--- src/rtl/branch_resolver_pkg.sv ---
// Shared branch-mode encoding and registered result fields for the branch resolver.
// The four link modes are appended after the original mode list so that existing
// encodings keep their values.
package BranchModesPackage;

    typedef enum logic [3:0] {
        BranchMode_NONE   = 4'd0,
        BranchMode_BEQ    = 4'd1,
        BranchMode_BNE    = 4'd2,
        BranchMode_BGEZ   = 4'd3,
        BranchMode_BGTZ   = 4'd4,
        BranchMode_BLEZ   = 4'd5,
        BranchMode_BLTZ   = 4'd6,
        BranchMode_J      = 4'd7,
        BranchMode_JR     = 4'd8,
        BranchMode_JAL    = 4'd9,
        BranchMode_JALR   = 4'd10,
        BranchMode_BGEZAL = 4'd11,
        BranchMode_BLTZAL = 4'd12
    } BranchMode;

    // Single-bit registered outputs. The address outputs follow the instance
    // ADDR_W parameter, so they are registered beside this struct.
    typedef struct packed {
        logic shouldUseNewPC;
        logic linkValid;
        logic rasMatch;
        logic rasOverflow;
        logic rasUnderflow;
    } branch_result_t;

    // Modes that write a return address to the register file.
    function automatic logic isLinkMode(input BranchMode m);
        return (m == BranchMode_JAL) || (m == BranchMode_JALR) ||
               (m == BranchMode_BGEZAL) || (m == BranchMode_BLTZAL);
    endfunction

endpackage

--- src/rtl/branch_resolver_ras.sv ---
// Circular return-address stack. A push into a full stack overwrites the
// oldest entry while the count saturates; a pop from an empty stack does nothing.
// Push and pop are never requested together by the resolver.
module branch_ras
    import BranchModesPackage::*;
#(
    parameter int ADDR_W    = 32,
    parameter int RAS_DEPTH = 8
) (
    input  logic              i_clk,
    input  logic              i_rst,
    input  logic              i_push,
    input  logic              i_pop,
    input  logic [ADDR_W-1:0] i_pushData,
    output logic [ADDR_W-1:0] o_top,
    output logic              o_empty,
    output logic              o_full,
    output logic              o_overflow,
    output logic              o_underflow
);

    localparam int PTR_W = (RAS_DEPTH > 1) ? $clog2(RAS_DEPTH) : 1;

    logic [ADDR_W-1:0] r_mem [RAS_DEPTH];
    logic [PTR_W-1:0]  r_ptr;
    logic [PTR_W:0]    r_count;
    logic [PTR_W-1:0]  w_topIdx;

    // The pointer addresses the next free slot, so the top lives one below it.
    assign w_topIdx    = r_ptr - PTR_W'(1);
    assign o_top       = r_mem[w_topIdx];
    assign o_empty     = (r_count == '0);
    assign o_full      = (r_count == (PTR_W+1)'(RAS_DEPTH));
    assign o_overflow  = i_push && o_full;
    assign o_underflow = i_pop && o_empty;

    // Stack storage, write pointer and occupancy update.
    always_ff @(posedge i_clk or negedge i_rst) begin
        if (!i_rst) begin
            r_ptr   <= '0;
            r_count <= '0;
            for (int i = 0; i < RAS_DEPTH; i++) begin
                r_mem[i] <= '0;
            end
        end else if (i_push) begin
            r_mem[r_ptr] <= i_pushData;
            r_ptr        <= r_ptr + PTR_W'(1);
            if (!o_full) begin
                r_count <= r_count + (PTR_W+1)'(1);
            end
        end else if (i_pop && !o_empty) begin
            r_ptr   <= w_topIdx;
            r_count <= r_count - (PTR_W+1)'(1);
        end
    end

endmodule

--- src/rtl/branch_resolver.sv ---
// Branch resolver: evaluates branch/jump conditions and targets, produces the
// link write and a registered result behind a valid/ready handshake.
// Optional macro BRANCH_RESOLVER_RAS_EN adds a return-address stack that
// predicts JR targets; without it the RAS status outputs are constant 0.
module branch_resolver
    import BranchModesPackage::*;
#(
    parameter int ADDR_W    = 32,
    parameter int OFFSET_W  = 16,
    parameter int JUMP_W    = 26,
    parameter int RAS_DEPTH = 8
) (
    input  logic                clk,
    input  logic                rst,
    input  logic                in_valid,
    output logic                in_ready,
    input  logic [3:0]          mode,
    input  logic [ADDR_W-1:0]   pcAddress,
    input  logic [OFFSET_W-1:0] branchAddressOffset,
    input  logic [JUMP_W-1:0]   jumpAddress,
    input  logic [ADDR_W-1:0]   jumpRegisterAddress,
    input  logic                resultZero,
    input  logic                resultNegative,
    input  logic                resultPositive,
    input  logic                flush,
    output logic                out_valid,
    input  logic                out_ready,
    output logic                shouldUseNewPC,
    output logic [ADDR_W-1:0]   branchTo,
    output logic                linkValid,
    output logic [ADDR_W-1:0]   linkAddress,
    output logic                rasMatch,
    output logic                rasOverflow,
    output logic                rasUnderflow
);

    BranchMode        w_mode;
    logic             w_accept;
    logic             w_taken;
    logic             w_isLink;
    logic [ADDR_W-1:0] w_offsetExt;
    logic [ADDR_W-1:0] w_condTarget;
    logic [ADDR_W-1:0] w_jumpTarget;
    logic [ADDR_W-1:0] w_rawTarget;
    logic [ADDR_W-1:0] w_target;
    logic [ADDR_W-1:0] w_link;
    logic             w_rasMatch;
    logic             w_rasOverflow;
    logic             w_rasUnderflow;
    branch_result_t   w_next;

    logic             r_valid;
    branch_result_t   r_result;
    logic [ADDR_W-1:0] r_branchTo;
    logic [ADDR_W-1:0] r_linkAddress;

    assign w_mode   = BranchMode'(mode);
    assign in_ready = !flush && (!r_valid || out_ready);
    assign w_accept = in_valid && in_ready;

    // Word offset is sign-extended (or truncated) to the address width, then scaled.
    assign w_offsetExt  = ADDR_W'($signed(branchAddressOffset));
    assign w_condTarget = pcAddress + (w_offsetExt << 2);
    assign w_jumpTarget = {pcAddress[ADDR_W-1 -: 4], (ADDR_W-6)'(jumpAddress), 2'b00};

    // Condition evaluation and target-source selection per mode.
    always_comb begin
        w_taken     = 1'b0;
        w_rawTarget = w_condTarget;
        case (w_mode)
            BranchMode_BEQ:    w_taken = resultZero;
            BranchMode_BNE:    w_taken = !resultZero;
            BranchMode_BGEZ,
            BranchMode_BGEZAL: w_taken = resultZero || resultPositive;
            BranchMode_BGTZ:   w_taken = resultPositive;
            BranchMode_BLEZ:   w_taken = resultZero || resultNegative;
            BranchMode_BLTZ,
            BranchMode_BLTZAL: w_taken = resultNegative;
            BranchMode_J,
            BranchMode_JAL: begin
                w_taken     = 1'b1;
                w_rawTarget = w_jumpTarget;
            end
            BranchMode_JR,
            BranchMode_JALR: begin
                w_taken     = 1'b1;
                w_rawTarget = jumpRegisterAddress;
            end
            default:           w_taken = 1'b0;
        endcase
    end

    assign w_isLink = isLinkMode(w_mode);
    assign w_target = w_taken ? w_rawTarget : '0;
    assign w_link   = w_isLink ? (pcAddress + ADDR_W'(8)) : '0;

`ifdef BRANCH_RESOLVER_RAS_EN
    logic              w_rasPush;
    logic              w_rasPop;
    logic [ADDR_W-1:0] w_rasTop;
    logic              w_rasEmpty;
    logic              w_rasFull;
    logic              w_rasOvfPulse;
    logic              w_rasUnfPulse;

    // Only accepted requests touch the stack, so a flush cycle leaves it intact.
    assign w_rasPush = w_accept && w_isLink;
    assign w_rasPop  = w_accept && (w_mode == BranchMode_JR);

    branch_ras #(
        .ADDR_W    (ADDR_W),
        .RAS_DEPTH (RAS_DEPTH)
    ) u_ras (
        .i_clk       (clk),
        .i_rst       (rst),
        .i_push      (w_rasPush),
        .i_pop       (w_rasPop),
        .i_pushData  (w_link),
        .o_top       (w_rasTop),
        .o_empty     (w_rasEmpty),
        .o_full      (w_rasFull),
        .o_overflow  (w_rasOvfPulse),
        .o_underflow (w_rasUnfPulse)
    );

    assign w_rasMatch     = w_rasPop && !w_rasEmpty && (w_rasTop == jumpRegisterAddress);
    assign w_rasOverflow  = w_rasOvfPulse && w_rasFull;
    assign w_rasUnderflow = w_rasUnfPulse;
`else
    assign w_rasMatch     = 1'b0;
    assign w_rasOverflow  = 1'b0;
    assign w_rasUnderflow = 1'b0;
`endif

    // Collect the single-bit result fields for the output register.
    always_comb begin
        w_next                = '0;
        w_next.shouldUseNewPC = w_taken;
        w_next.linkValid      = w_isLink;
        w_next.rasMatch       = w_rasMatch;
        w_next.rasOverflow    = w_rasOverflow;
        w_next.rasUnderflow   = w_rasUnderflow;
    end

    // Output register: flush wins, then a new acceptance, then hand-off clears.
    always_ff @(posedge clk or negedge rst) begin
        if (!rst) begin
            r_valid       <= 1'b0;
            r_result      <= '0;
            r_branchTo    <= '0;
            r_linkAddress <= '0;
        end else if (flush) begin
            r_valid       <= 1'b0;
            r_result      <= '0;
            r_branchTo    <= '0;
            r_linkAddress <= '0;
        end else if (w_accept) begin
            r_valid       <= 1'b1;
            r_result      <= w_next;
            r_branchTo    <= w_target;
            r_linkAddress <= w_link;
        end else if (out_ready) begin
            r_valid       <= 1'b0;
            r_result      <= '0;
            r_branchTo    <= '0;
            r_linkAddress <= '0;
        end
    end

    assign out_valid      = r_valid;
    assign shouldUseNewPC = r_result.shouldUseNewPC;
    assign branchTo       = r_branchTo;
    assign linkValid      = r_result.linkValid;
    assign linkAddress    = r_linkAddress;
    assign rasMatch       = r_result.rasMatch;
    assign rasOverflow    = r_result.rasOverflow;
    assign rasUnderflow   = r_result.rasUnderflow;

endmodule

--- config.mk ---
export PLATFORM = sky130hd
export DESIGN_NAME = branch_resolver
export DESIGN_NICKNAME = d
export VERILOG_FILES = /design/src/rtl/branch_resolver_pkg.sv /design/src/rtl/branch_resolver_ras.sv /design/src/rtl/branch_resolver.sv
export SDC_FILE = /design/constraint.sdc
export NUM_CORES = 1
export LEC_CHECK = 0
export ABC_AREA = 0
export ABC_CLOCK_PERIOD_IN_PS = 2100
export CORE_ASPECT_RATIO = 2
export CORE_UTILIZATION = 30
export DETAILED_ROUTE_END_ITERATION = 8
export GPL_TIMING_DRIVEN = 0
export PLACE_DENSITY_LB_ADDON = 0.1
export REMOVE_ABC_BUFFERS = 1
export SLEW_MARGIN = 20
export SYNTH_ARGS = -nofsm -noshare
export SYNTH_HDL_FRONTEND = slang
export SYNTH_SLANG_ARGS = --single-unit
--- constraint.sdc ---
create_clock -name clk -period 2.1 [get_ports clk]
set_input_delay 0.63 -clock clk [delete_from_list [all_inputs] [get_ports clk]]
set_output_delay 0.63 -clock clk [all_outputs]
set_load 0.005 [all_outputs]
==> impl_metrics.csv, run 1 <==
group,metric,value,unit
run_status,status,"finished with violations",
run_status,violations,"setup timing",
setup_path,critPathCaptureType,"flip-flop",
clock_network,clkTransAtPathRegs,0.07,ns
clock_network,cts_buffer_depth,2,
setup_path,cp.arrival,2.84,ns
setup_path,r2r_start,"out_valid",
clock_network,holdBufCountCts,0,
timing,fin_skew,0.0113,ns
yosys,synth_area_per_cell,8.28,sq um
floorplanning,die_area,17400,sq um
job,drv_cap,0,
setup_path,path_class,"primary input to flip-flop",
finish,fillers,1531,
clock_network,clkLatencyLatePin,0.34,ns
route,first_pass_iters,5,
placement,gp_congestion,0.840,
global_routing,grt_use_total,24.4,%
clock_network,numClockSinks,67,
route,drt.antenna.violating_nets,0,
finish,area_growth_syn_to_layout,74.2,%
setup_path,r2r_cells,8,
route,avgRoutedWirePerCell,20.4,um
finish,drive_gt1_share,28.2,%
timing,min_period,2.61,ns
yosys,synthArstFlopShare,100,%
yosys,syn_area,5050,sq um
setup_path,r2r_end,"branchTo[27]",
route,vias,5727,
yosys,ys_top_cells_by_count,"93 x nand2_1, 67 x dfrtp_1, 50 x o21ai_0",
power_and_ir_drop,swShare,32.5,%
timing,period_share,124,%
global_routing,grt_pass1_wl,31900,um
clock_network,cts_root_buffer,"clkbuf_16",
setup_path,crit_slowest_cell,"or3_1",
clock_network,numCtsBuffers,9,
power_and_ir_drop,pwr-share-comb,36.3,%
yosys,synth_most_common_cell,"nand2_1",
power_and_ir_drop,p_clk_share,35.6,%
floorplanning,core_area,16400,sq um
timing,worst_slack,-0.514,ns
timing,setup_violations,24,
power_and_ir_drop,seqPwrFrac,28.0,%
worst_hold_path,hold_path_class,"primary input to async pin",
finish,utilization,53.8,%
yosys,ys_types,53,
setup_path,cpPeakStageDelay,0.35,ns
timing,fin_setup_tns,-7.21,ns
yosys,yosysSeqAreaShare,33.2,%
power_and_ir_drop,internal_power,3.32,mW
timing,whs,0.215,ns
power_and_ir_drop,p_leak,3.54,nW
route,drc,0,
floorplanning,die_y,186,um
route,drtIter0Drc,243,
yosys,synthFlopType,"dfrtp_1",
setup_path,crit_chain,"buf_8 -> ha_4 -> inv_2 -> fa_2 -> nor2b_2 -> o31a_1 -> o31a_1 -> or3_1 -> a21oi_2 -> xnor2_2 -> a222oi_1 -> o21ai_1",
clock_network,cts_tree,"built",
setup_path,crit_fanout,3,
placement,dp_hpwl,15500,um
timing,rsz0062_at_grt,"true",
power_and_ir_drop,peakVddDrop,0.000449,V
setup_path,reg2reg_slack,0.20,ns
finish,regArea,1680,sq um
finish,multiInputGateArea,4130,sq um
yosys,synthCells,610,
setup_path,crit_top_cell,"o31a_1",
route,wirelength,21300,um
route,avgViaCountPerCell,5.49,
floorplanning,fp.dieW,93.8,um
placement,place.port_buffers,185,
floorplanning,rows,66,
floorplanning,ios,189,
finish,fin_nets,983,
yosys,synth_top_area_share,33.2,%
power_and_ir_drop,power-per-cell-area,559,nW/um^2
yosys,synth_top_cell_by_area,"dfrtp_1",
clock_network,h-tree-depth,3,
power_and_ir_drop,p_switching,1.60,mW
timing,max_freq,0.383,GHz
setup_path,required,2.33,ns
timing,hold_viol_final,0,
finish,antenna_cells,0,
global_routing,grt_max_degree,39,
floorplanning,initial_core_util,30.9,%
setup_path,cp-start-kind,"primary input",
yosys,ys_ff_latch,67,
yosys,synth_warnings,0,
timing,slew_violations,0,
yosys,synth_edf_count,0,
global_routing,grt_overflow,0,
global_routing,antenna_found_initial,0,
yosys,yosys-top-cells-area,"dfrtp_1 33%, ha_1 7.4%, nand2_1 6.9%",
global_routing,grt_pass1_vias,5956,
==> logic make-up after synthesis <==
group	count (synthesis)	synth area share [%]
AO/OA/AOI/OAI	200	26.1
XOR/XNOR	54	9.36
adder cells (fa/ha/maj)	31	7.83
buffers and inverters	50	4.11
flip-flops	67	33.2
other	1	0.0742
AND/OR/NAND/NOR	207	19.3
==> metrics by stage <==
| stage | cell area, sq um | setup slack, ns | cells | power, mW |
|---|---|---|---|---|
| final | 8800 | -0.514 | 1043 | 4.92 |
| after global routing | 8800 | -0.632 | 1043 | 5.16 |
| after CTS | 8380 | -0.593 | 1020 | 4.80 |
| after detailed placement | 7150 | -2.21 | 968 | 2.73 |
| after global placement | 7000 | -6.26 | 961 | 2.69 |
| after floorplan | 4890 | -2.78 | 572 | 2.03 |
==> worst max path at each step <==
| stage | startpoint | to | slack [ns] | depth (start not counted) |
|---|---|---|---|---|
| 3_3_place_gp | in_valid | branchTo[30] | -6.26 | 5 |
| 4_1_cts | pcAddress[2] | branchTo[14] | -0.59 | 12 |
| 2_1_floorplan | in_valid | branchTo[30] | -2.78 | 4 |
| 6_report | pcAddress[2] | branchTo[14] | -0.51 | 12 |
| 5_1_grt | pcAddress[11] | branchTo[28] | -0.63 | 10 |
| 3_5_place_dp | branchAddressOffset[15] | branchTo[31] | -2.21 | 10 |
==> power groups by stage <==
stage	Combinational, mW	Sequential (mW)	Clock, mW
after floorplan	0.627	1.41	0
after global placement	1.28	1.40	0
after detailed placement	1.32	1.40	0
after CTS	1.62	1.38	1.80
after global routing	1.92	1.39	1.85
final	1.79	1.38	1.75
==> per-layer routing <==
layer / share of wire (%) / up-vias / GRT usage, %
met3: 3.9 / 54 / 3.39
met1: 33 / 2793 / 23.5
met4: 5.4 / 0 / 14.4
met2: 57 / 192 / 47.6
li1: - / 2688 / -
met5: 0 / - / 0
==> state kept, by name, summed over array words and instances (netlist names) <==
signal and cells:
branchTo 32, linkAddress 32, linkValid 1, out_valid 1
shouldUseNewPC 1
==> critical path, delay by kind of cell <==
kind            cells  cell delay, ns
compound gates      5            1.17
simple gates        2            0.40
fa+ha+maj           2            0.36
buf+inv             2            0.15
xor+xnor            1            0.13
==> final cells by class <==
cell class,instances,area share (%)
timing repair buffer,249,27.0
multi-input combinational,497,46.9
sequential,67,19.1
clock inverter,7,1.18
clock buffer,9,2.56
inverter,10,0.426
tap,204,2.90
==> timing repair <==
action                                  4_1_cts  5_1_grt
endpoints found under the hold margin         0        0
endpoints found under the setup margin       63       44
buffers inserted                             34       22
resized for setup                           263       95
gates cloned                                  2        2
pin swaps                                    73       73
==> placed cells by master, fill, tap and decap left out, types with 6 or more instances in the layout <==
master	synthesis	routed
o21ai_0	50	26
xor2_1	27	22
a222oi_1	14	14
a21oi_2	2	6
a21o_1	14	14
a21oi_4	0	8
clkdlybuf4s50_1	0	135
o21ai_2	0	10
o21ai_1	20	30
nand4_1	10	10
nand2_1	93	91
ha_4	0	23
buf_6	0	15
dfrtp_1	67	67
buf_4	4	49
o221ai_1	12	9
nand3_1	23	21
xnor2_1	27	20
dlygate4sd2_1	0	11
clkbuf_16	0	10
a22oi_1	16	15
buf_2	4	13
clkbuf_2	0	8
and3_1	7	6
nor2_1	33	28
inv_1	10	8
a21oi_1	34	22
Power figures use the tool's default switching activity.
==> inputs of run 2 (changes only) <==
--- a/config.mk
+++ b/config.mk
@@ -11,9 +11,11 @@
 export CORE_UTILIZATION = 30
 export DETAILED_ROUTE_END_ITERATION = 8
 export GPL_TIMING_DRIVEN = 0
+export HOLD_SLACK_MARGIN = 0.08
 export PLACE_DENSITY_LB_ADDON = 0.1
 export REMOVE_ABC_BUFFERS = 1
 export SLEW_MARGIN = 20
 export SYNTH_ARGS = -nofsm -noshare
 export SYNTH_HDL_FRONTEND = slang
 export SYNTH_SLANG_ARGS = --single-unit
+export TNS_END_PERCENT = 30
==> run 2 against run 1 <==
Effect of this change:
- the run still ends with setup timing left
- power shrank 1.7%
- hold slack got worse by 0.0092 ns
- sequential share of layout area rose by 0.62 points
- count of clock-buffer cells in the layout is the same
- sequential power hardly changed
- critical path depth is the same
- critical path type unchanged
- critical endpoint unchanged
- highest routed layer unchanged
==> impl_metrics.csv, run 2 (synthesis gave the netlist of run 1 again) <==
group,metric,value,unit
timing,worstMarginPinSlew,0.512,ns
timing,min_period,2.61,ns
placement,gp_congestion,0.840,
finish,antenna_cells,0,
clock_network,numClockSinks,67,
timing,rsz0062_at_grt,"true",
placement,place_area,7150,sq um
route,avgViaCountPerCell,5.49,
clock_network,cts_buffer_depth,2,
placement,place.port_buffers,185,
floorplanning,rows,66,
finish,layout_commonest_cell,"clkdlybuf4s50_1",
run_status,status,"finished with violations",
power_and_ir_drop,peakVddDrop,0.000452,V
finish,stdcell_count,1029,
power_and_ir_drop,internal_power,3.27,mW
route,vias,5647,
finish,fin_nets,969,
floorplanning,ios,189,
worst_hold_path,hold_path_class,"primary input to async pin",
clock_network,holdBufCountCts,0,
timing,setup_violations,24,
clock_network,numCtsBuffers,9,
setup_path,required,2.33,ns
timing,whs,0.206,ns
power_and_ir_drop,seqPwrFrac,28.5,%
global_routing,grt_pass1_vias,5829,
setup_path,path_class,"primary input to flip-flop",
floorplanning,die_y,186,um
finish,design_area,8530,sq um
power_and_ir_drop,p_leak,3.42,nW
route,drtIter0Drc,278,
route,avgRoutedWirePerCell,20.5,um
route,wirelength,21100,um
route,first_pass_iters,4,
placement,place_ws,-2.21,ns
finish,most-common-layout-cells,"135 x clkdlybuf4s50_1, 91 x nand2_1, 67 x dfrtp_1",
finish,drive_gt1_share,25.5,%
global_routing,antenna_found_initial,0,
global_routing,grt_max_degree,39,
timing,fin_skew,0.0108,ns
route,drc,0,
finish,area_growth_syn_to_layout,68.8,%
timing,period_share,124,%
setup_path,critPathCaptureType,"flip-flop",
clock_network,h-tree-depth,3,
global_routing,grt_overflow,0,
setup_path,cp.arrival,2.84,ns
clock_network,cts_tree,"built",
power_and_ir_drop,swShare,32.4,%
timing,max_freq,0.383,GHz
placement,dp_hpwl,15500,um
floorplanning,core_area,16400,sq um
clock_network,clkTransAtPathRegs,0.07,ns
route,drt.antenna.violating_nets,0,
timing,hold_viol_final,0,
power_and_ir_drop,power,4.84,mW
clock_network,cts_root_buffer,"clkbuf_16",
power_and_ir_drop,p_switching,1.57,mW
global_routing,grt_pass1_wl,31300,um
clock_network,clkLatencyLatePin,0.35,ns
power_and_ir_drop,pwr-share-comb,35.0,%
timing,worst_slack,-0.509,ns
floorplanning,fp.dieW,93.8,um
job,drv_cap,0,
power_and_ir_drop,power-per-cell-area,568,nW/um^2
setup_path,cp-start-kind,"primary input",
run_status,violations,"setup timing",
global_routing,grt_use_total,24.0,%
setup_path,crit_fanout,3,
power_and_ir_drop,p_clk_share,36.5,%
placement,dp_cells,968,
timing,slew_violations,0,
floorplanning,initial_core_util,30.9,%
floorplanning,die_area,17400,sq um
timing,max-slew-margin-rel,65.6,%
==> run 2: cell count changes in the layout (fill, tap and decap cells not counted), moves of 4 or more <==
cell	change
a21oi_4	-6
o21ai_0	+10
buf_4	-5
buf_6	-8
a21oi_2	+4
o21ai_1	-6
==> run 2: routing by layer <==
metal / share of wire [%] / GRT usage [%] / up-vias
met3: 3.9 / 3.10 / 49
met2: 58 / 46.9 / 184
li1: - / - / 2653
met4: 5.0 / 13.8 / 0
met1: 33 / 23.2 / 2761
met5: 0 / 0 / -
==> run 2: path summary, 6_finish.rpt <==
kind	from	to	slack (ns)	cells past startpoint
setup / recovery	pcAddress[2]	branchTo[14]	-0.51	12
hold / removal	rst	linkAddress[30]	0.21	1
setup reg to reg	out_valid	branchTo[22]	0.15	8
hold reg to reg	linkValid	linkValid	0.48	2
max in group asynchronous	rst	linkAddress[11]	1.30	2
min in group clk	linkValid	linkValid	0.48	2
==> run 2: final cells by class <==
| type | instances | area [sq um] |
|---|---|---|
| fill | 1565 | 7830 |
| multi-input combinational | 495 | 3970 |
| timing repair buffer | 237 | 2260 |
| sequential | 67 | 1680 |
| tap | 204 | 255 |
| clock buffer | 9 | 225 |
| clock inverter | 7 | 104 |
| inverter | 10 | 37.5 |
==> run 2: per-stage QoR <==
step           utilization [%]  TNS [ns]
2_1_floorplan                -   -165.24
3_3_place_gp              42.8   -523.92
3_5_place_dp              43.8    -66.14
4_1_cts                   50.6     -8.31
5_1_grt                   52.1     -9.45
6_report                  52.1     -7.16
==> run 2: worst max-delay path, stage by stage <==
cell	delay [ns]
buf_8	0.10
ha_4	0.16
inv_2	0.05
fa_2	0.20
nor2b_2	0.05
o31a_1	0.27
o31a_1	0.33
or3_1	0.35
a21oi_2	0.18
xnor2_2	0.12
a222oi_1	0.31
o21ai_1	0.09
==> run 2: timing repair <==
item / in CTS / in global routing
endpoints found under the setup margin: 63 / 44
setup buffers: 26 / 20
pin swaps: 64 / 68
resized for setup: 251 / 62
gates cloned: 1 / 0
==> run 2: power groups by stage <==
stage / Combinational (mW) / Clock, mW / Sequential (mW)
detailed placement: 1.32 / 0 / 1.40
floorplan: 0.627 / 0 / 1.41
global route: 1.82 / 1.86 / 1.39
CTS: 1.58 / 1.80 / 1.38
finish: 1.70 / 1.76 / 1.38
global placement: 1.28 / 0 / 1.40
==> inputs of run 3 (changes only) <==
--- a/config.mk
+++ b/config.mk
@@ -18,4 +18,3 @@
 export SYNTH_ARGS = -nofsm -noshare
 export SYNTH_HDL_FRONTEND = slang
 export SYNTH_SLANG_ARGS = --single-unit
-export TNS_END_PERCENT = 30
==> results of run 3 <==
No change in the layout: final DEF, timing and power equal those of run 1.
